## src/rtl/reorder_buffer_mp.sv

```systemverilog
`default_nettype none
// ============================================================================
// Module : reorder_buffer_mp
// Brief  : Multi-port reorder buffer with in-order retire and full flush.
//          Optional macro ROB_WB_BYPASS_EN: head writeback commits same cycle.
// Rev    : 1.0
// ============================================================================
module reorder_buffer_mp #(
    parameter int DEPTH_W = 4,
    parameter int TAG_W   = 4,
    parameter int DATA_W  = 32,
    parameter int ADDR_W  = 32,
    parameter int N_WB    = 2
) (
    input  logic                   clk_in,
    input  logic                   rst_in,
    input  logic                   rdy_in,
    input  logic                   push_valid,
    output logic                   push_ready,
    input  logic [TAG_W-1:0]       push_tag,
    input  logic [ADDR_W-1:0]      push_addr,
    input  logic [N_WB-1:0]        wb_valid,
    input  logic [N_WB*TAG_W-1:0]  wb_tag,
    input  logic [N_WB*DATA_W-1:0] wb_val,
    input  logic                   flush,
    output logic                   commit_valid,
    input  logic                   commit_ready,
    output logic [TAG_W-1:0]       commit_tag,
    output logic [DATA_W-1:0]      commit_val,
    output logic [ADDR_W-1:0]      commit_addr,
    output logic [DEPTH_W:0]       count,
    output logic                   full,
    output logic                   empty,
    output logic [N_WB-1:0]        wb_miss
);
    localparam int DEPTH = 1 << DEPTH_W;

    logic [DEPTH-1:0]   r_busy;
    logic [DEPTH-1:0]   r_done;
    logic [TAG_W-1:0]   r_tag  [DEPTH];
    logic [DATA_W-1:0]  r_val  [DEPTH];
    logic [ADDR_W-1:0]  r_addr [DEPTH];
    logic [DEPTH_W-1:0] r_front;
    logic [DEPTH_W-1:0] r_rear;
    logic [DEPTH_W:0]   r_count;
    logic [N_WB-1:0]    r_wb_miss;

    logic [N_WB-1:0]    w_hit;
    logic [N_WB-1:0]    w_win;
    logic [DEPTH_W-1:0] w_hit_idx [N_WB];
    logic               w_head_ready;
    logic [DATA_W-1:0]  w_head_val;
    logic               w_push_fire;
    logic               w_commit_fire;

    // Oldest-first search: walk from front so duplicate tags resolve to the oldest unsolved entry.
    always_comb begin
        for (int k = 0; k < N_WB; k++) begin
            w_hit[k]     = 1'b0;
            w_hit_idx[k] = '0;
            for (int i = 0; i < DEPTH; i++) begin
                if (!w_hit[k] && wb_valid[k] && ((DEPTH_W+1)'(i) < r_count)
                    && r_busy[r_front + DEPTH_W'(i)] && !r_done[r_front + DEPTH_W'(i)]
                    && (r_tag[r_front + DEPTH_W'(i)] == wb_tag[k*TAG_W +: TAG_W])) begin
                    w_hit[k]     = 1'b1;
                    w_hit_idx[k] = r_front + DEPTH_W'(i);
                end
            end
        end
    end

    always_comb begin
        for (int k = 0; k < N_WB; k++) begin
            w_win[k] = w_hit[k];
            for (int j = 0; j < k; j++) begin
                if (w_hit[j] && (w_hit_idx[j] == w_hit_idx[k]))
                    w_win[k] = 1'b0;
            end
        end
    end

`ifdef ROB_WB_BYPASS_EN
    logic              w_byp_hit;
    logic [DATA_W-1:0] w_byp_val;

    always_comb begin
        w_byp_hit = 1'b0;
        w_byp_val = '0;
        for (int k = 0; k < N_WB; k++) begin
            if (w_win[k] && (w_hit_idx[k] == r_front)) begin
                w_byp_hit = 1'b1;
                w_byp_val = wb_val[k*DATA_W +: DATA_W];
            end
        end
    end

    assign w_head_ready = r_done[r_front] | w_byp_hit;
    assign w_head_val   = r_done[r_front] ? r_val[r_front] : w_byp_val;
`else
    assign w_head_ready = r_done[r_front];
    assign w_head_val   = r_val[r_front];
`endif

    assign full         = (r_count == (DEPTH_W+1)'(DEPTH));
    assign empty        = (r_count == '0);
    assign count        = r_count;
    assign wb_miss      = r_wb_miss;
    assign push_ready   = rst_in & rdy_in & ~full;
    assign commit_valid = rst_in & rdy_in & r_busy[r_front] & w_head_ready;
    assign commit_tag   = r_tag[r_front];
    assign commit_val   = w_head_val;
    assign commit_addr  = r_addr[r_front];

    // Flush suppresses both fires even though commit_valid may still show the old head.
    assign w_push_fire   = push_valid & push_ready & ~flush;
    assign w_commit_fire = commit_valid & commit_ready & ~flush;

    always_ff @(posedge clk_in or negedge rst_in) begin
        if (!rst_in) begin
            r_busy    <= '0;
            r_done    <= '0;
            r_front   <= '0;
            r_rear    <= '0;
            r_count   <= '0;
            r_wb_miss <= '0;
        end else if (!rdy_in) begin
            r_wb_miss <= '0;
        end else if (flush) begin
            r_busy    <= '0;
            r_done    <= '0;
            r_front   <= '0;
            r_rear    <= '0;
            r_count   <= '0;
            r_wb_miss <= '0;
        end else begin
            r_wb_miss <= wb_valid & ~w_win;
            for (int k = 0; k < N_WB; k++) begin
                if (w_win[k])
                    r_done[w_hit_idx[k]] <= 1'b1;
            end
            if (w_push_fire) begin
                r_busy[r_rear] <= 1'b1;
                r_done[r_rear] <= 1'b0;
                r_rear         <= r_rear + DEPTH_W'(1);
            end
            // Placed after the writeback loop so a bypassed head retires without being marked done.
            if (w_commit_fire) begin
                r_busy[r_front] <= 1'b0;
                r_done[r_front] <= 1'b0;
                r_front         <= r_front + DEPTH_W'(1);
            end
            r_count <= r_count + (DEPTH_W+1)'(w_push_fire) - (DEPTH_W+1)'(w_commit_fire);
        end
    end

    always_ff @(posedge clk_in) begin
        if (w_push_fire) begin
            r_tag[r_rear]  <= push_tag;
            r_val[r_rear]  <= '0;
            r_addr[r_rear] <= push_addr;
        end
        if (rst_in && rdy_in && !flush) begin
            for (int k = 0; k < N_WB; k++) begin
                if (w_win[k])
                    r_val[w_hit_idx[k]] <= wb_val[k*DATA_W +: DATA_W];
            end
        end
    end
endmodule
`default_nettype wire

```

## config.mk

```make
export PLATFORM = sky130hd
export DESIGN_NAME = reorder_buffer_mp
export DESIGN_NICKNAME = d
export VERILOG_FILES = /design/src/rtl/reorder_buffer_mp.sv
export SDC_FILE = /design/constraint.sdc
export NUM_CORES = 2
export LEC_CHECK = 0
export CORE_MARGIN = 4
export CORE_UTILIZATION = 56
export CTS_BUF_LIST = sky130_fd_sc_hd__clkbuf_16
export DETAILED_ROUTE_END_ITERATION = 10
export PLACE_DENSITY = 0.77
export REMOVE_ABC_BUFFERS = 1
export SLEW_MARGIN = 40
export SYNTH_ARGS = -nofsm -noshare
export SYNTH_HDL_FRONTEND = slang
export SYNTH_SLANG_ARGS = --single-unit
```

## constraint.sdc

```tcl
create_clock -name clk_in -period 7.2 [get_ports clk_in]
set_input_delay 2.16 -clock clk_in [delete_from_list [all_inputs] [get_ports clk_in]]
set_output_delay 2.16 -clock clk_in [all_outputs]
set_load 0.01 [all_outputs]
```

; Word level (Yosys, flattened, before mapping)
; Memories as Yosys holds them, arrays and structs flattened.
; Index checks and enable logic that the tools add are counted.
[totals]
output_inout_bits = 79
n_memories = 3
ff_bits = 47
mem_bits_rw = 1088
[classes]
n_lt_le_gt_ge = 39
n_reduce_logical = 217
bitwise_logic = 20
n_eq_ne = 34
muxes = 168
addsub = 18
[mem_list]
columns = name, depth, width, rd, rd_clocked_by_memory_dff, write_ports, line
row1 = r_addr, 16, 32, 1, 0, 1, 42  ; logic [ADDR_W-1:0] r_addr [DEPTH];
row2 = r_val, 16, 32, 1, 0, 3, 41  ; logic [DATA_W-1:0] r_val [DEPTH];
row3 = r_tag, 16, 4, 16, 0, 1, 40  ; logic [TAG_W-1:0] r_tag [DEPTH];
[ops]
columns = operator, count
row1 = 16-bit 2-to-1 mux, 16
row2 = 1-bit logical AND, 165
row3 = 4-bit 2-to-1 mux, 36
row4 = 4-bit equality test, 33
row5 = 1-bit binary-select mux with 4-bit select, 32
row6 = "4-bit by 5-bit less-than comparator with 1-bit output, second input constant", 19
row7 = 1-bit 2-to-1 mux, 77
row8 = 16-bit bitwise AND, 3
row9 = 16-bit bitwise OR, 3
row10 = 1-bit logical NOT, 47
row11 = "4-bit by 5-bit less-than comparator with 1-bit output, first input constant", 8
row12 = "4-bit adder, second input constant", 8
row13 = 16-bit NOT, 2
row14 = "3-bit by 5-bit less-than comparator with 1-bit output, first input constant", 4
row15 = "4-bit by 3-bit adder with 4-bit output, second input constant", 4
row16 = 1-bit demux with 4-bit select, 4
row17 = "4-bit by 1-bit >= comparator with 1-bit output, second input constant", 4
row18 = "1-bit by 5-bit less-than comparator with 1-bit output, first input constant", 2
row19 = "2-bit by 5-bit less-than comparator with 1-bit output, first input constant", 2
row20 = "4-bit by 1-bit adder with 4-bit output, second input constant", 2
row21 = "4-bit by 2-bit adder with 4-bit output, second input constant", 2
row22 = 1-bit bitwise AND, 8
row23 = 5-bit by 1-bit adder with 5-bit output, 1
row24 = "5-bit equality test, second input constant", 1
row25 = other kinds (9), 13

; Logic depth before layout (Yosys ltp)
[logic_depth]
ltp_word = 130
depth_mapped = 28
ltp_nobuf = 17

; Worst setup path after synthesis
; No wires, ideal clock.
[synth_timing]
path_kind = register to register
startpoint = register r_front[3]
endpoint = memory r_val[4][0] (enable)
setup_ps = 396
n_path_buf = 8
period_less_slack_ps = 7413
arrival_time_ps = 7017
slack_ps = -213
path_stages_with_launch = 23
cell_sequence = dfrtp_1 > buf_2 > clkinv_1 > buf_1 > clkbuf_1 > buf_1 > ha_1 > buf_2 > clkbuf_1 > mux4_2 > o22ai_1 > o22ai_1 > xor2_1 > nor3_1 > nand4_1 > or4b_1 > or4_4 > or4_1 > and2_1 > o2111ai_2 > buf_4 > buf_2 > a311o_1
[synth_lines]
columns = element, line
row1 = "start, declared", 43  ; logic [DEPTH_W-1:0] r_front;
row2 = "start signal, assigned", 150  ; r_front <= r_front + DEPTH_W'(1);
row3 = "end, declared", 41

==> qor.yml <==
outcome: "finished clean"
grt_pass1_wl_mm: 297
clockRootBuffer: "clkbuf_16"
slew-limit-headroom: 0.393
critPathRequiredTime_ns: 7.78
synth_area_um2: 61400
seq_area_frac_synth: 0.551
dieWidth_um: 339
dieHeight_um: 339
endpoint_kind: "flop"
grt_usage: 0.350
yosysUniqueCellTypes: 103
insertion_delay_ns: 0.75
via_count: 43400
syn-instance-count: 3939
io_buffers: 194
finClkSkew_ns: 0.0564
cts_buffer_depth: 3
drtPass1Iterations: 9
post_route_cells_drive_above_1_share: 0.254
io_pins: 195
syn_avg_cell_area_um2: 15.6
synth_edf_count: 1088
maxCapViolCount: 0
crit_type: "flop to flop"
numCtsBuffers: 111
power_density_nw_per_um2: 197
worstPathArrival_ns: 7.37
wire_per_inst_um: 37.0
final_cells: 5537
holdWs_ns: 0.630
p_seq_frac: 0.532
synthFlopType: "edfxtp_1"
cts_max_level: 3
cp-start-kind: "flop"
via_per_inst: 7.83
post_cts_buffers: 0
p_int_mw: 10.6
wirelength_mm: 205
grt_max_degree: 94
synth_top_area_cell: "edfxtp_1"
post-route-drc-count: 0
combPwrFrac: 0.053
synthToLayoutAreaGrowth_pct: 12.9
initial_core_util: 0.564
fillers: 7479
placedCellCount: 5316
vdd_drop_max_uv: 237
netSwitchingFraction: 0.225
mostFrequentLayoutCells: "edfxtp_1 (1088), a32o_1 (512), mux4_2 (471)"
fin_nets: 4163
final_antenna_net_count: 0
antenna_found_initial: 20
worst_slew_pin_slew_ns: 0.908
grt_pass1_vias: 42300
grt-ovfl-total: 0
clockPowerShare: 0.414
drtIter0Drc: 7959
p_switching_mw: 3.07
cts_tree: "yes"
setup_violations: 0
dieArea_um2: 115000
maxSlewViolCount: 0
synth.area.top_cells: "edfxtp_1 (53%), mux4_2 (17%), a32o_1 (8.3%)"
ys_ff_latch: 1135
crit_fanout: 32
hold_violations: 0
yosysWarnings: 0
place_congestion: 1.03
min_path_type: "flop to flop"
fmax_mhz: 147
hpwl_mm: 121
ctsResizeCount: 0
fin_crit_sh: 0.943
yosysTopAreaCellShare: 0.532
ctsHoldBuffers: 0
core_um2: 109000
clkTransAtPathRegs_ns: 0.07
p_leak_nw: 22.3
ys_async_sr_fraction: 0.0414
rsz0062_at_grt: "false"
placementRows: 121
layout_commonest_cell: "edfxtp_1"
post-route-min-period_ns: 6.79
clock_sinks: 1135
path summary, 6_finish.rpt:
path / startpoint / endpoint / depth (start not counted) / slack (ns)
worst min register to register: r_done[0] / r_done[0] / 2 / 0.63
worst max-delay path: r_front[1] / r_val[7][12] / 18 / 0.41
worst min-delay path: r_done[0] / r_done[0] / 2 / 0.63
min in group asynchronous: rst_in / count[2] / 2 / 1.61
worst max register to register: r_front[1] / r_val[7][12] / 18 / 0.41
max in group asynchronous: rst_in / r_front[2] / 3 / 4.46
registers in the layout, indices dropped and copies added, names as in the netlist:
signal and cells:
r_front 4, r_busy 16, count 5, r_done 16
r_tag 64, r_addr 512, wb_miss 2, r_val 512
r_rear 4
worst max-delay path, cell delays in order, from the launching register on:
cell,delay [ns]
dfrtp_4,0.63
ha_1,0.45
xor2_1,0.70
buf_4,0.31
mux2i_1,0.29
a22o_1,0.29
nor3_1,0.07
o211ai_1,0.29
o31ai_1,0.15
or4b_1,0.59
or4_4,0.61
o21bai_1,0.23
a2bb2oi_4,0.28
buf_4,0.20
nor2b_2,0.36
and2_1,0.19
and2_2,0.15
buf_4,0.57
a32o_1,0.23
per-stage QoR:
step	utilization	setup TNS, ns	power, mW	setup WS [ns]	instance area, µm²
6_report	0.637	0	13.7	0.411	69400
2_1_floorplan	-	-	7.76	-27.76	59100
3_5_place_dp	0.604	0	8.11	0.174	65800
4_1_cts	0.636	0	13.7	0.603	69300
5_1_grt	0.637	0	14.0	0.211	69300
3_3_place_gp	0.604	-0.0241	8.10	-0.00728	65700
cells by family (layout without fill, tap and decap cells):
kind of cell / count (synthesis) / in the layout / synth area share
AO/OA/AOI/OAI: 852 / 852 / 0.123
XOR/XNOR: 147 / 147 / 0.0215
adder cells (fa/ha/maj): 30 / 30 / 0.00623
buffers and inverters: 530 / 698 / 0.0402
flip-flops: 1135 / 1135 / 0.551
multiplexers: 697 / 697 / 0.211
other: 0 / 16 / 0
AND/OR/NAND/NOR: 548 / 548 / 0.0475
layer usage:
metal / vias up / routed length [µm] / track usage
met5: - / 73 / 0
met4: 12 / 10300 / 0.162
met3: 683 / 29000 / 0.0994
met2: 3996 / 93900 / 0.530
met1: 21800 / 71300 / 0.475
li1: 16800 / - / -
synth_stat cells (all sizes together), types with 6 or more instances:
cell        n
edfxtp   1088
a32o      512
mux4      471
buf       286
clkbuf    201
mux2i     182
nor2      134
xnor2     102
and3       84
nand2      83
a21oi      64
o21ai      51
dfrtp      47
nor3       47
xor2       45
mux2       44
inv        40
nand3      36
ha         29
nand2b     29
a211oi     26
and2       25
nand4      25
a21o       24
o22ai      21
a221oi     18
a311o      16
a22oi      15
or2        15
a31oi      12
nor2b      12
o211ai     12
nor4       11
or3        11
or4         8
a2111oi     7
o21bai      7
a21boi      6
nand3b      6
o31ai       6
power groups by stage:
stage / clock network [mW] / registers [mW] / logic [mW]
after floorplan: 0 / 7.41 / 0.353
after global routing: 6.00 / 7.26 / 0.764
after CTS: 5.68 / 7.27 / 0.713
final: 5.66 / 7.27 / 0.728
after global placement: 0 / 7.40 / 0.695
after detailed placement: 0 / 7.40 / 0.705
cell type report:
cell class,count,area (µm²),area share
Tap cell,1414,1770,0.0255
Inverter,43,166,0.00240
Clock buffer,111,2780,0.0401
Sequential cell,1135,33900,0.488
Antenna cell,16,40.0,0.000577
Clock inverter,92,741,0.0107
Timing Repair Buffer,452,4570,0.0658
Multi-Input combinational cell,2274,25400,0.367
No activity file was read; power rests on OpenSTA's default activity.
